===== src/rtl/fpnew_divsqrt_arbiter.sv =====
// Round-robin arbiter that shares one iterative FP div/sqrt unit between NumReq requesters.
// A small in-order owner-ID FIFO routes each returning result back to the requester that issued it.
module fpnew_divsqrt_arbiter #(
  parameter int unsigned NumReq      = 2,
  parameter int unsigned Width       = 64,
  parameter int unsigned TagWidth    = 4,
  parameter int unsigned MaxInflight = 2
) (
  input  logic                         clk_i,
  input  logic                         rst_ni,
  input  logic [NumReq-1:0]            req_valid_i,
  output logic [NumReq-1:0]            req_ready_o,
  input  logic [NumReq*2*Width-1:0]    req_operands_i,
  input  logic [NumReq*3-1:0]          req_rnd_mode_i,
  input  logic [NumReq*4-1:0]          req_op_i,
  input  logic [NumReq*3-1:0]          req_dst_fmt_i,
  input  logic [NumReq*TagWidth-1:0]   req_tag_i,
  output logic                         unit_valid_o,
  input  logic                         unit_ready_i,
  output logic [2*Width-1:0]           unit_operands_o,
  output logic [2:0]                   unit_rnd_mode_o,
  output logic [3:0]                   unit_op_o,
  output logic [2:0]                   unit_dst_fmt_o,
  output logic [TagWidth-1:0]          unit_tag_o,
  output logic                         unit_flush_o,
  input  logic                         unit_out_valid_i,
  output logic                         unit_out_ready_o,
  input  logic [Width-1:0]             unit_result_i,
  input  logic [4:0]                   unit_status_i,
  input  logic [TagWidth-1:0]          unit_tag_i,
  output logic [NumReq-1:0]            rsp_valid_o,
  input  logic [NumReq-1:0]            rsp_ready_i,
  output logic [Width-1:0]             rsp_result_o,
  output logic [4:0]                   rsp_status_o,
  output logic [TagWidth-1:0]          rsp_tag_o,
  input  logic                         flush_i,
  output logic                         busy_o,
  output logic                         err_o
);

  localparam int unsigned IdW  = (NumReq > 1) ? $clog2(NumReq) : 1;
  localparam int unsigned PtrW = (MaxInflight > 1) ? $clog2(MaxInflight) : 1;
  localparam int unsigned CntW = $clog2(MaxInflight + 1);

  typedef logic [IdW-1:0]  id_t;
  typedef logic [PtrW-1:0] ptr_t;
  typedef logic [CntW-1:0] cnt_t;

  // Handshakes: a transfer happens on a cycle where valid and ready are both high at the
  // rising edge; valid never depends on ready, and while valid is up without ready the
  // payload is held (the issue side enforces this with the lock).

  id_t  rr_q, rr_d;
  logic lock_q, lock_d;
  id_t  lock_id_q, lock_id_d;
  logic err_q, err_d;
  ptr_t wr_ptr_q, wr_ptr_d;
  ptr_t rd_ptr_q, rd_ptr_d;
  cnt_t cnt_q, cnt_d;
  id_t  fifo_q [MaxInflight];
  id_t  fifo_d [MaxInflight];

  id_t  grant;
  id_t  cand;
  logic found;
  logic full;
  logic empty;
  logic issue_hs;
  logic pop;
  id_t  head_id;

  function automatic ptr_t ptr_inc(input ptr_t p);
    return (p == ptr_t'(MaxInflight - 1)) ? '0 : p + 1'b1;
  endfunction

  assign full    = (cnt_q == cnt_t'(MaxInflight));
  assign empty   = (cnt_q == '0);
  assign head_id = fifo_q[rd_ptr_q];

  // A locked grant is held for its owner; otherwise search from rr_q with wrap-around.
  always_comb begin
    grant = lock_id_q;
    found = 1'b0;
    cand  = '0;
    if (lock_q) begin
      found = req_valid_i[lock_id_q];
    end else begin
      grant = rr_q;
      for (int k = 0; k < int'(NumReq); k++) begin
        cand = id_t'((int'(rr_q) + k) % int'(NumReq));
        if (!found && req_valid_i[cand]) begin
          found = 1'b1;
          grant = cand;
        end
      end
    end
  end

  assign unit_valid_o = found & ~full & ~flush_i;
  assign issue_hs     = unit_valid_o & unit_ready_i;
  assign unit_flush_o = flush_i;

  always_comb begin
    unit_operands_o = '0;
    unit_rnd_mode_o = '0;
    unit_op_o       = '0;
    unit_dst_fmt_o  = '0;
    unit_tag_o      = '0;
    if (unit_valid_o) begin
      unit_operands_o = req_operands_i[int'(grant)*2*Width +: 2*Width];
      unit_rnd_mode_o = req_rnd_mode_i[int'(grant)*3 +: 3];
      unit_op_o       = req_op_i[int'(grant)*4 +: 4];
      unit_dst_fmt_o  = req_dst_fmt_i[int'(grant)*3 +: 3];
      unit_tag_o      = req_tag_i[int'(grant)*TagWidth +: TagWidth];
    end
  end

  always_comb begin
    req_ready_o = '0;
    if (issue_hs) req_ready_o[grant] = 1'b1;
  end

  // Return path: only the FIFO head owner sees the result; a stray result is never acked.
  assign unit_out_ready_o = ~empty & ~flush_i & rsp_ready_i[head_id];
  assign pop              = unit_out_valid_i & unit_out_ready_o;

  always_comb begin
    rsp_valid_o = '0;
    if (unit_out_valid_i && !empty && !flush_i) rsp_valid_o[head_id] = 1'b1;
  end

  assign rsp_result_o = unit_result_i;
  assign rsp_status_o = unit_status_i;
  assign rsp_tag_o    = unit_tag_i;

  assign busy_o = ~empty | lock_q;
  assign err_o  = err_q;

  always_comb begin
    rr_d      = rr_q;
    lock_d    = lock_q;
    lock_id_d = lock_id_q;
    wr_ptr_d  = wr_ptr_q;
    rd_ptr_d  = rd_ptr_q;
    cnt_d     = cnt_q;
    fifo_d    = fifo_q;
    err_d     = err_q | (unit_out_valid_i & empty);
    if (flush_i) begin
      lock_d   = 1'b0;
      wr_ptr_d = '0;
      rd_ptr_d = '0;
      cnt_d    = '0;
    end else begin
      if (issue_hs) begin
        fifo_d[wr_ptr_q] = grant;
        wr_ptr_d         = ptr_inc(wr_ptr_q);
        rr_d             = (grant == id_t'(NumReq - 1)) ? '0 : grant + 1'b1;
        lock_d           = 1'b0;
      end else if (unit_valid_o) begin
        lock_d    = 1'b1;
        lock_id_d = grant;
      end
      if (pop) rd_ptr_d = ptr_inc(rd_ptr_q);
      case ({issue_hs, pop})
        2'b10:   cnt_d = cnt_q + 1'b1;
        2'b01:   cnt_d = cnt_q - 1'b1;
        default: cnt_d = cnt_q;
      endcase
    end
  end

  always_ff @(posedge clk_i or negedge rst_ni) begin
    if (!rst_ni) begin
      rr_q      <= '0;
      lock_q    <= 1'b0;
      lock_id_q <= '0;
      err_q     <= 1'b0;
      wr_ptr_q  <= '0;
      rd_ptr_q  <= '0;
      cnt_q     <= '0;
      fifo_q    <= '{default: '0};
    end else begin
      rr_q      <= rr_d;
      lock_q    <= lock_d;
      lock_id_q <= lock_id_d;
      err_q     <= err_d;
      wr_ptr_q  <= wr_ptr_d;
      rd_ptr_q  <= rd_ptr_d;
      cnt_q     <= cnt_d;
      fifo_q    <= fifo_d;
    end
  end

  // Requester-side protocol: a locked request may not be withdrawn or change its payload.
  a_lock_hold: assert property (@(posedge clk_i) disable iff (!rst_ni)
    (lock_q && !flush_i) |-> req_valid_i[lock_id_q]);
  a_lock_stable: assert property (@(posedge clk_i) disable iff (!rst_ni)
    (lock_q && !flush_i && $past(unit_valid_o)) |-> (unit_operands_o == $past(unit_operands_o)));
  a_ready_onehot: assert property (@(posedge clk_i) disable iff (!rst_ni)
    $onehot0(req_ready_o));

endmodule


===== config.mk =====
export PLATFORM = sky130hd
export DESIGN_NAME = fpnew_divsqrt_arbiter
export DESIGN_NICKNAME = d
export VERILOG_FILES = /design/src/rtl/fpnew_divsqrt_arbiter.sv
export SDC_FILE = /design/constraint.sdc
export NUM_CORES = 1
export LEC_CHECK = 0
export BUFFER_PORTS_ARGS = -buffer_cell sky130_fd_sc_hd__buf_4
export CAP_MARGIN = 20
export CELL_PAD_IN_SITES_DETAIL_PLACEMENT = 0
export CELL_PAD_IN_SITES_GLOBAL_PLACEMENT = 2
export CORE_AREA = 2 2 229 231
export CTS_CLUSTER_DIAMETER = 200
export DETAILED_ROUTE_END_ITERATION = 8
export DIE_AREA = 0 0 231 233
export PLACE_DENSITY_LB_ADDON = 0.1
export SLEW_MARGIN = 20
export SYNTH_ARGS = -nofsm -noshare
export SYNTH_HDL_FRONTEND = slang
export SYNTH_SLANG_ARGS = --single-unit

===== constraint.sdc =====
create_clock -name clk_i -period 1.99 [get_ports clk_i]
set_clock_uncertainty 0.05 [all_clocks]
set_input_delay 0.199 -clock clk_i [delete_from_list [all_inputs] [get_ports clk_i]]
set_output_delay 0.199 -clock clk_i [all_outputs]
set_load 0.01 [all_outputs]

======== After elaboration in Yosys (flattened, before gate mapping) ========
Cells that the tools add are included.
Widths: inputs -> output; s select.
cells by class
  add/subtract/negate cells ............... 6
  multiply operators ...................... 1
  divide/modulo/power cells ............... 0
  magnitude comparators ................... 10
  eq/ne operators ......................... 3
  shift operators ......................... 5
  multiplexer cells ....................... 43
  bitwise gates (word level) .............. 15
  reduce and logical (&&, ||, !) cells .... 16
operator list
  cell                 count
  $shiftx 256x9->128   1
  $mux 128             1
  $shiftx 6x32->3      1
  $mux 1               30
  $shiftx 8x4->4       2
  $lt 1x2->1 const B   5
  $mux 4               2
  $and 1x1->1          7
  $logic_and 1x1->1    6
  $mux 2               3
  $mux 3               2
  $reduce_bool 3->1    2
  $shiftx 6x4->3       1
  $add 1x1->1 const B  4
  $eq 2x2->1 const B   2
  $ge 2x2->1 const B   2
  $not 1->1            4
  $not 1->2            2
  $pmux 2 s2           1
  $reduce_bool 2->1    2
  $demux 1 s1          3
  $logic_not 1->1      3
  $mul 1x2->3 const B  1
  $reduce_and 3->1     1
  9 further kinds      11
word-level totals
  bits in registers ....................... 10
  bits in latches ......................... 0
  RAM bits ................................ 0
  ROM bits ................................ 0
  input bits .............................. 366
  memories ................................ 0

======== Logic depth before layout (Yosys ltp) ========
  depth in word-level cells ............... 14
  mapped depth ............................ 7
  gate-level depth less buffers ........... 6

======== Least setup slack after synthesis ========
Ideal clock, no wire load.
  kind .................................... reg2out
  start ................................... register lock_q
  end ..................................... output unit_operands_o[100]
  arrival ................................. 1.681 ns
  required time ........................... 1.741 ns
  path slack .............................. 0.060 ns
  cell stages (with the launch flop) ...... 8
  cells stage by stage .................... dfrtp_1 -> nand2b_1 -> a21oi_1 -> or4_4 -> buf_6 -> buf_6 -> buf_6 -> a21oi_1
on the way
  cells in the longest elaborated chain, start to end .. 4
RTL lines
  item                                                                        RTL line  text
  from (decl)                                                                 54        logic lock_q, lock_d;
  from (signal assigned)                                                      184       lock_q <= lock_d;
  parallel branches: the longest is 3 deep, another holds $shiftx 256x9->128  --
  $mux 128 (*)                                                                109       if (unit_valid_o) begin
  to (decl)                                                                   20        output logic [2*Width-1:0] unit_operands_o,
Mark *: on every way between the ends.

======== Worst setup path after layout ========
  start ................................... register lock_q
  end ..................................... output unit_operands_o[53]
Same word-level chain as after synthesis.

==> results_dict.tcl <==
set metrics [dict create \
    status "finished with violations" \
    violations "negative setup slack" \
    dominantRegCellSynth "dfrtp_1" \
    ctsHtreeMaxLevel 1 \
    synth.cell_area_mm2 0.003166 \
    start_util_pct 6.196 \
    reg2reg_to "cnt_q[0]$_DFFE_PN0P_" \
    grt-ovfl-total 0 \
    fmax_mhz 425.4 \
    synth-edff-count 0 \
    finalWirelength_mm 28.90 \
    ant_nets 0 \
    gr-usage-all-layers_pct 9.763 \
    grt_start_max_net_pins 79 \
    synth.avg_cell_area_um2 5.198 \
    die_h_um 233 \
    worstMarginPinSlew_ps 562.9 \
    final_cell_area_mm2 0.007807 \
    coreArea_mm2 0.05109 \
    r2r_start "lock_q$_DFFE_PN0P_" \
    vias_per_cell 3.257 \
    routabilityCongestion 0.7555 \
    netlist_top_cells_area "nand2_1 34%, a21oi_1 23%, buf_4 18%" \
    yosysSeqAreaShare_pct 7.905 \
    cts_tree "built" \
    dp_hpwl_mm 23.55 \
    rsz0062_at_grt "yes" \
    postSynthCellCount 609 \
    p_leak_nw 3.772 \
    routedWlPerCell_um 17.25 \
    syn_nets 975 \
    synth_top_area_share_pct 33.91 \
    cts_buffer_depth 2 \
    final.period_utilization_pct 118.1 \
    holdPathStages 2 \
    crit_path_start_kind "flop" \
    cts_made_buffers 3 \
    fin_cells 1675 \
    crit_type "flop to output port" \
    reg2reg_depth 8 \
    synth-seq-cells 10 \
    fin_ws_ps -360.8 \
    fin_nets 1362 \
    r2r_slack_ps -10 \
    drv_slew 0 \
    dpl_cell_area_mm2 0.007126 \
    numClockSinks 10 \
    most-common-layout-cells "473 x buf_4, 285 x nand2_1, 83 x a21oi_2, 62 x a21oi_1, 16 x buf_12" \
    boundaryPins 590 \
    slew_headroom_pct 62.47 \
    endpoint_kind "output port" \
    dp.cells 1659 \
    worstSkewPairLatency_ps 240 \
    grt_pass1_vias 5531 \
    yosysWarnings 0 \
    synthArstFlopShare_pct 100.0 \
    die_area_mm2 0.05382 \
    drt_iter0_markers 116 \
    antenna_cells 0 \
    min_path_type "primary input to flop" \
    crit_fanout 78 \
    worstPathRequired_ps 1740 \
    utilization_pct 15.28 \
    final_common_cell "buf_4" \
    setup_viol 146 \
    grt_pass1_wl_mm 38.74 \
    vias 5455 \
    std_cell_rows 83 \
    timing.hold.ws_ps 129.5 \
    p_per_area_mw_per_mm2 732.3 \
    drv_cap 0 \
    first_pass_iters 4 \
    period_minus_slack_ps 2351 \
    hold_violations 0 \
    cts-root-buf "clkbuf_16" \
    fin_setup_tns_ps -37800 \
    die_x_um 231 \
    drc 0 \
    synthDistinctLibCells 29 \
    crit_arrival_ps 2100 \
    grt_antenna_before_repair 0 \
    hold_path_end "err_o$_DFF_PN0_" \
    synth.largest_area_cell "nand2_1" \
    cts.clk_slew.worst_paths_ps 40 \
    area.growth.synth_to_final_pct 146.6 \
    port_buffers 443 \
    hp-start "unit_out_valid_i" \
    drive_gt1_share_pct 61.01 \
    ir_drop_uv 398.5 \
]
## registers in the layout, summed over array words and instances (netlist names)
| register | flops |
|---|---|
| lock_id_q | 1 |
| err_o | 1 |
| lock_q | 1 |
| cnt_q | 2 |
| rr_q | 1 |
| fifo_q | 2 |
| wr_ptr_q | 1 |
| rd_ptr_q | 1 |
## Yosys cell counts, drive strengths merged, types with 3 or more instances
master / count
inv: 3
o21ai: 3
buf: 94
clkbuf: 29
nor2: 10
dfrtp: 10
a21oi: 145
mux2i: 4
mux2: 3
nand2: 286
nor3: 4
a31oi: 3
## critical path, stage by stage, from the launching register on
cell and delay [ps]:
dfrtp_1 400, nand2b_1 100, a21oi_2 60, or4_4 550, buf_12 200, a21oi_1 240
buf_4 160
## report_power, final
group / switching (W) / total, W / internal [W] / leakage, nW
combinational: 0.00257 / 0.00501 / 0.00244 / 3.60
sequential: 0.0000378 / 0.000299 / 0.000261 / 0.124
clock: 0.000105 / 0.000408 / 0.000303 / 0.0442
## logic make-up after synthesis
family | share of synthesized area (%)
multiplexers | 2.450
AND/OR/NAND/NOR | 37.91
flip-flops | 7.905
AO/OA/AOI/OAI | 25.49
buffers and inverters | 26.24
## final cells by class
cell class / instances / area (um2)
sequential: 10 / 250.2
fill: 6042 / 43290
inverter: 3 / 11.26
timing repair buffer: 505 / 4165
tap: 680 / 850.8
clock buffer: 4 / 88.84
multi-input combinational: 473 / 2441
## metrics by stage
| step | power (W) | worst slack (ps) |
|---|---|---|
| 6_report | 0.005717 | -360.8 |
| 5_1_grt | 0.006262 | -412.2 |
| 4_1_cts | 0.005767 | -289.7 |
| 3_5_place_dp | 0.004736 | -119.4 |
| 3_3_place_gp | 0.004833 | -135.8 |
| 2_1_floorplan | 0.002324 | 59.73 |
## what timing repair did
action                                  4_1_cts  5_1_grt
endpoints found under the setup margin      147      152
endpoints found under the hold margin        10        0
buffers inserted                              6        0
pin swaps                                     3        6
hold buffers                                  1        0
cloned                                        4        1
gates resized for setup                      72       36
## worst max-delay path by stage
stage | startpoint | to
2_1_floorplan | lock_q$_DFFE_PN0P_ | unit_operands_o[100]
3_3_place_gp | lock_q$_DFFE_PN0P_ | unit_operands_o[7]
3_5_place_dp | lock_q$_DFFE_PN0P_ | unit_operands_o[7]
4_1_cts | lock_q$_DFFE_PN0P_ | unit_operands_o[35]
5_1_grt | lock_q$_DFFE_PN0P_ | unit_operands_o[2]
6_report | lock_q$_DFFE_PN0P_ | unit_operands_o[53]
## metal layers
layer | GRT usage [%] | vias to the layer above | wire length (um)
met5 | 0 | - | 0
met4 | 2.097 | 0 | 554
met3 | 3.578 | 40 | 2927
met2 | 18.45 | 281 | 15310
met1 | 10.25 | 2471 | 10110
li1 | - | 2663 | -
Note: power is estimated with default switching activity, not from simulation.
